[src/rtl/vector_subtraction_pipe.sv]
// vector_subtraction_pipe: two-stage, valid/ready handshaked subtractor for
// packed vectors of NUM_COMP signed COMP_W-bit components (x in the LSBs).
// out_vector = in_vector_1 - in_vector_2 per component, with per-component
// signed overflow flags, a sticky overflow bit and a delivered-vector counter.
// Optional build macro: VECTOR_SUB_SATURATE_EN. When it is defined,
// overflowing components saturate instead of wrapping.
module vector_subtraction_pipe #(
  parameter int COMP_W   = 19,
  parameter int NUM_COMP = 3,
  parameter int CNT_W    = 16,
  localparam int VEC_W   = COMP_W * NUM_COMP
) (
  input  logic                clk,
  input  logic                rst,
  input  logic                in_valid,
  output logic                in_ready,
  input  logic [VEC_W-1:0]    in_vector_1,
  input  logic [VEC_W-1:0]    in_vector_2,
  output logic                out_valid,
  input  logic                out_ready,
  output logic [VEC_W-1:0]    out_vector,
  output logic [NUM_COMP-1:0] out_ovf,
  output logic                ovf_sticky,
  input  logic                clr_sticky,
  output logic [CNT_W-1:0]    vec_count
);

  logic                s1_valid_reg;
  logic [VEC_W-1:0]    s1_a_reg;
  logic [VEC_W-1:0]    s1_b_reg;
  logic                s2_valid_reg;
  logic [VEC_W-1:0]    s2_diff_reg;
  logic [NUM_COMP-1:0] s2_ovf_reg;
  logic                ovf_sticky_reg;
  logic [CNT_W-1:0]    vec_count_reg;

  logic                en1;
  logic                en2;
  logic                xfer;
  logic [VEC_W-1:0]    diff_next;
  logic [NUM_COMP-1:0] ovf_next;

  // A stage may advance when it is empty or the stage after it is moving.
  assign en2      = !s2_valid_reg || out_ready;
  assign en1      = !s1_valid_reg || en2;
  assign in_ready = en1;
  assign xfer     = s2_valid_reg && out_ready;

  // Per-component subtract on one extra bit; the top two bits disagree
  // exactly when the true difference does not fit in COMP_W bits.
  for (genvar gi = 0; gi < NUM_COMP; gi++) begin : g_comp
    logic signed [COMP_W:0] a_ext;
    logic signed [COMP_W:0] b_ext;
    logic signed [COMP_W:0] d;

    assign a_ext = {s1_a_reg[gi*COMP_W + COMP_W-1], s1_a_reg[gi*COMP_W +: COMP_W]};
    assign b_ext = {s1_b_reg[gi*COMP_W + COMP_W-1], s1_b_reg[gi*COMP_W +: COMP_W]};
    assign d     = a_ext - b_ext;
    assign ovf_next[gi] = d[COMP_W] ^ d[COMP_W-1];

`ifdef VECTOR_SUB_SATURATE_EN
    // The extra sign bit tells which rail to clamp to.
    assign diff_next[gi*COMP_W +: COMP_W] =
      !ovf_next[gi] ? d[COMP_W-1:0] :
      (d[COMP_W] ? {1'b1, {(COMP_W-1){1'b0}}} : {1'b0, {(COMP_W-1){1'b1}}});
`else
    assign diff_next[gi*COMP_W +: COMP_W] = d[COMP_W-1:0];
`endif
  end

  // Stage 1: capture the operand pair on an accepted input.
  always_ff @(posedge clk or posedge rst) begin
    if (rst) begin
      s1_valid_reg <= 1'b0;
      s1_a_reg     <= '0;
      s1_b_reg     <= '0;
    end else if (en1) begin
      s1_valid_reg <= in_valid;
      if (in_valid) begin
        s1_a_reg <= in_vector_1;
        s1_b_reg <= in_vector_2;
      end
    end
  end

  // Stage 2: register the difference and flags; data only moves with a valid
  // vector so the held output stays put across bubbles.
  always_ff @(posedge clk or posedge rst) begin
    if (rst) begin
      s2_valid_reg <= 1'b0;
      s2_diff_reg  <= '0;
      s2_ovf_reg   <= '0;
    end else if (en2) begin
      s2_valid_reg <= s1_valid_reg;
      if (s1_valid_reg) begin
        s2_diff_reg <= diff_next;
        s2_ovf_reg  <= ovf_next;
      end
    end
  end

  // Status: count completed transfers; an overflowing transfer beats a clear.
  always_ff @(posedge clk or posedge rst) begin
    if (rst) begin
      ovf_sticky_reg <= 1'b0;
      vec_count_reg  <= '0;
    end else begin
      if (xfer) begin
        vec_count_reg <= vec_count_reg + 1'b1;
      end
      if (xfer && (|s2_ovf_reg)) begin
        ovf_sticky_reg <= 1'b1;
      end else if (clr_sticky) begin
        ovf_sticky_reg <= 1'b0;
      end
    end
  end

  assign out_valid  = s2_valid_reg;
  assign out_vector = s2_diff_reg;
  assign out_ovf    = s2_ovf_reg;
  assign ovf_sticky = ovf_sticky_reg;
  assign vec_count  = vec_count_reg;

endmodule

[config.mk]
export PLATFORM = sky130hd
export DESIGN_NAME = vector_subtraction_pipe
export DESIGN_NICKNAME = d
export VERILOG_FILES = /design/src/rtl/vector_subtraction_pipe.sv
export SDC_FILE = /design/constraint.sdc
export NUM_CORES = 1
export LEC_CHECK = 0
export CAP_MARGIN = 20
export CELL_PAD_IN_SITES_DETAIL_PLACEMENT = 1
export CELL_PAD_IN_SITES_GLOBAL_PLACEMENT = 2
export CORE_MARGIN = 1.5
export CORE_UTILIZATION = 36
export DETAILED_ROUTE_END_ITERATION = 7
export HOLD_SLACK_MARGIN = 0.02
export PLACE_DENSITY = 0.92
export SYNTH_ARGS = -nofsm -noshare
export SYNTH_HDL_FRONTEND = slang
export SYNTH_SLANG_ARGS = --single-unit
[constraint.sdc]
create_clock -name clk -period 16.45 [get_ports clk]
set_input_delay 3.29 -clock clk [delete_from_list [all_inputs] [get_ports clk]]
set_output_delay 3.29 -clock clk [all_outputs]
set_load 0.1 [all_outputs]
==> impl_metrics.yaml <==
status:
  status: "finished, final reports clean"
power:
  ir_worst_vdd_mv: 0.0851
  pwr_density_cell_mw_per_mm2: 179
  total_power_mw: 2.35
  leakage_nw: 5.85
routing:
  vias: 7689
  ant_nets: 0
  routed_wl_um: 25400
  vias_per_cell: 5.05
  initialDrtViolationCount: 191
  drc: 0
  wire_per_inst_um: 16.6
  firstDrtPassIters: 4
logic_synthesis:
  synth_ff_type: "dfrtp_1"
  ys.warnings.count: 0
  synth_edf_count: 0
  async_flop_share_pct: 100
  netlist_area_mm2: 0.0101
  ys_types: 62
  ys_seq_area_share_pct: 47.8
  syn_area_per_cell_um2: 10.7
  syn_nets: 1122
  ys_seq_elements: 193
  syn_inst: 942
placed_design:
  dp_hpwl_um: 18500
  port-buffer-count: 197
  place_ws_ns: 7.98
  routabilityCongestion: 0.782
final_layout:
  finish.utilization_pct: 47.3
  final_common_cell: "clkdlybuf4s50_1"
  drive_above_1_share_pct: 13.9
  synthToLayoutAreaGrowth_pct: 29.8
  layout_common_cells: "clkdlybuf4s50_1 (197), dfrtp_1 (193), mux2_2 (115)"
  nNetsFinal: 1312
critical_path:
  critPathMaxFanout: 5
  cp-end-kind: "output port"
  worstPathRequired_ns: 13.16
  crit_chain: "clkdlybuf4s50_1 -> nand3b_1 -> clkdlybuf4s50_1"
  cp_slowest_cell: "clkdlybuf4s50_1"
  crit_path_frequent_cell: "clkdlybuf4s50_1"
  crit_family: "buffers and inverters"
  slowest_delay_ns: 1.16
  crit_type: "in -> out"
  critPathBufInv: 2
  start_kind: "primary input"
  worstPathArrival_ns: 5.19
timing:
  fin_skew_ns: 0.0160
  max_slew_margin_pct: 29.7
  tightest_slew_ns: 1.05
  tns_ns: 0
  whs_ns: 0.466
  rsz0062_at_grt: "false"
  finalCritPeriodShare_pct: 51.5
  fin_crit_ns: 8.48
  slew_violations: 0
  setup_violations: 0
  setup_slack_ns: 7.97
  finalHoldViolCount: 0
  clock.fmax_ghz: 0.118
clocking:
  clock_sinks: 193
  clockRootBuffer: "clkbuf_16"
  clk_pin_slew_ns: 0.08
  cts_tree: "built"
  htree_num_levels: 4
  cts_buffers: 17
  cts_resized: 0
  cts.path.max_buffers: 2
  post_cts_buffers: 0
  cts-hold-fix-buffers: 0
  clkLatencyLatePin_ns: 0.43
die:
  die_w_um: 171
  chipHeight_um: 171
  ioPinCount: 198
  core_mm2: 0.0277
  num_rows: 61
  start_util_pct: 36.5
  dieArea_mm2: 0.0291
global_routing:
  track_usage_pct: 18.0
  grt_max_degree: 136
  grt_pass1_vias: 8155
  grt_overflow_total: 0
  antenna_found_initial: 3
  grt_pass1_wl_um: 41200
worst_hold_path:
  holdCritPathClass: "reg -> reg"
run:
  drv_cap: 0
-- power breakdown --
group | internal (mW) | switching (mW)
clock | 0.228 | 0.210
sequential | 0.592 | 0.0801
combinational | 0.360 | 0.880
total | 1.18 | 1.17
-- per-layer routing --
layer  global-route usage, %  part of all wire [%]  up-vias
met5                       0                 0.051        -
met4                    5.04                   1.4        2
met3                    4.21                   4.6       26
met2                    30.5                    48      147
met1                    23.0                    46     3820
li1                        -                     -     3694
-- cell type report --
class | instances | area (µm²)
clock buffer | 19 | 453
inverter | 81 | 312
tap | 378 | 473
multi-input combinational | 638 | 4870
timing repair buffer | 201 | 2000
sequential | 193 | 4830
antenna | 1 | 2.50
fill | 3023 | 14600
clock inverter | 13 | 170
-- through the flow --
step	instance area [µm²]	std cells
finish	13100	1524
global route	13100	1523
CTS	13100	1523
detailed placement	12500	1491
global placement	12500	1491
floorplan	10100	942
-- worst reg2reg max path: stages, from the launching register on --
cell      delay [ns]
dfrtp_1         0.38
inv_1           0.06
ha_1            0.18
inv_1           0.06
fa_1            0.39
a21o_1          0.20
a221oi_2        0.34
a21oi_2         0.14
a31o_1          0.30
a221o_1         0.40
a211o_1         0.28
nand3_1         0.06
-- worst paths after layout --
path                            depth (start not counted)          start  slack (ns)             end
worst min register to register                          1  vec_count[15]        0.47   vec_count[15]
max in group asynchronous                               3            rst       11.58  out_vector[54]
min in group asynchronous                               2            rst        3.48    vec_count[2]
worst max-delay path                                    3      out_ready        7.97        in_ready
worst min-delay path                                    1  vec_count[15]        0.47   vec_count[15]
worst max register to register                         11   s1_a_reg[19]       13.60      out_ovf[1]
-- kinds of logic (layout without fill, tap and decap cells) --
logic type               count (synthesis)  after routing  share of synthesized area [%]
buffers and inverters                  111            314                           4.14
AO/OA/AOI/OAI                          201            201                           13.2
flip-flops                             193            193                           47.8
XOR/XNOR                                47             47                           4.07
adder cells (fa/ha/maj)                 61             61                           7.78
other                                    0              1                              0
AND/OR/NAND/NOR                        212            212                           9.99
multiplexers                           117            117                           13.0
-- synthesized netlist by cell type (9+ instances only) --
cell type	n	area (µm²)
a211o_1	9	78.8
a211oi_1	12	90.1
a21o_1	20	150
a21oi_1	35	175
and3_1	10	62.6
buf_1	9	33.8
clkbuf_1	20	75.1
dfrtp_1	193	4830
ha_1	58	726
inv_1	81	304
mux2_2	115	1290
nand2_1	88	330
nand2b_1	12	75.1
nand3_1	24	120
nor2_1	32	120
nor3_1	11	55.1
o21a_1	13	97.6
o21ai_0	53	265
o31ai_1	10	75.1
xnor2_1	32	280
xor2_1	15	131
(Power assumes the default switching activity.)
==> variant, RTL diff (same settings) <==
`COMP_W`: 19 -> 23.
--- a/src/rtl/vector_subtraction_pipe.sv
+++ b/src/rtl/vector_subtraction_pipe.sv
@@ -5,7 +5,7 @@
 // Optional build macro: VECTOR_SUB_SATURATE_EN. When it is defined,
 // overflowing components saturate instead of wrapping.
 module vector_subtraction_pipe #(
-  parameter int COMP_W   = 19,
+  parameter int COMP_W   = 23,
   parameter int NUM_COMP = 3,
   parameter int CNT_W    = 16,
   localparam int VEC_W   = COMP_W * NUM_COMP
Ports: changed (resized in_vector_1, in_vector_2 and out_vector); port bits go from 198 to 234. The function was not compared with the original's and may differ.
==> variant against the original RTL <==
Design area increased by 19%; synthesized area increased by 17%; register-to-register slack got worse by 0.24 ns; routed wire length increased by 23%; sequential share of layout area decreased by 0.092 points; sequential cell count increased by 36; power increased by 24%; hold slack improved by 0.0090 ns; combinational power increased by 19%; worst setup slack got worse by 0.068 ns; die area increased by 17%; synthesized cell count increased by 16%; final cell count increased by 18%; largest cell class is now registers.
==> variant: results (changes against the original RTL) <==
status finished clean; invs w/o clock 89 (+9.9%); R2R depth 12 (+1); Signal buffers 238 (+18%); cell total after placement 1737 (+16%); most frequent cells after synthesis dfrtp_1, mux2_2, nand2_1; Setup Skew 0.00804 ns (-0.00798 ns); CTS buffer count 29 (+12); Port-buffer cells 233 (+18%); register area share after synthesis 0.485 (+0.00654); Fill cells 3527 (+17%); library cells used by synthesis 59 (-4.8%); Reg-to-Reg Start s1_a_reg[0]$_DFFE_PP0P_; Clock Sinks 229 (+19%); layout cell share with drive strength beyond 1 0.155 (+0.0157); static leakage 6.98 nW (+19%); Register Area 0.00573 mm^2 (+19%); Max clock buf depth 3 (+1); Via-to-Cell Ratio 4.90 (-2.8%); first-pass GRT wire length 51200 um (+24%); routed via count 8782 (+14%); initial drt markers 338 (+77%); syn_area_per_cell 10.9 um^2 (+1.2%); vias in the first global route 9830 (+21%); Post-Synth Adder-Cell Area 0.0791 (+0.00137); Multi-In Gates 739 (+16%); Synth Area in XOR/XNOR 0.0504 (+0.00962); slew margin rel. 0.298 (+0.00154); hold path start out_vector[3]$_DFFE_PP0P_; H-tree lvl count 1 (-3); Final GP Congestion 0.840 (+7.4%); Crit path arrival time 5.26 ns (+0.07 ns)
[variant: critical path: stages]
cell             delay [ns]
clkdlybuf4s50_1        0.55
nand3b_1               0.24
clkdlybuf4s50_1        1.17
[variant: through the flow]
step	instance area, um^2	worst slack (ns)
after detailed placement	14600	7.93
final	15600	7.90
after global routing	15600	7.84
after global placement	14600	7.98
after CTS	15600	7.90
after floorplan	11800	6.88
[variant: routing by layer]
| layer | share of wire | track usage | vias up |
|---|---|---|---|
| met5 | 0.0014 | 0 | - |
| met3 | 0.055 | 0.0413 | 42 |
| li1 | - | - | 4265 |
| met1 | 0.44 | 0.239 | 4285 |
| met2 | 0.49 | 0.331 | 184 |
| met4 | 0.017 | 0.0393 | 6 |
[variant: logic make-up (layout without fill, tap and decap cells)]
kind of cell / Yosys count / after routing
compound gates: 224 / 224
flops: 229 / 229
simple gates: 235 / 235
mux: 139 / 139
buf+inv: 122 / 378
xor+xnor: 68 / 68
fa+ha+maj: 73 / 73
other cells: 0 / 3
[variant: path summary, 6_finish.rpt]
path                                               to  slack, ns
min reg2reg                 out_vector[3]$_DFFE_PP0P_       0.47
max in group asynchronous      out_ovf[1]$_DFFE_PP0P_      11.72
min                         out_vector[3]$_DFFE_PP0P_       0.47
max                                          in_ready       7.90
min in group asynchronous    s1_b_reg[22]$_DFFE_PP0P_       3.27
max reg2reg                out_vector[22]$_DFFE_PP0P_      13.36
[variant: power breakdown]
part           total (mW)  leakage (nW)  switching [mW]  internal (mW)
Sequential          0.805          2.72          0.0995          0.706
Clock               0.633         0.465           0.246          0.387
Combinational        1.48          3.79            1.05          0.428
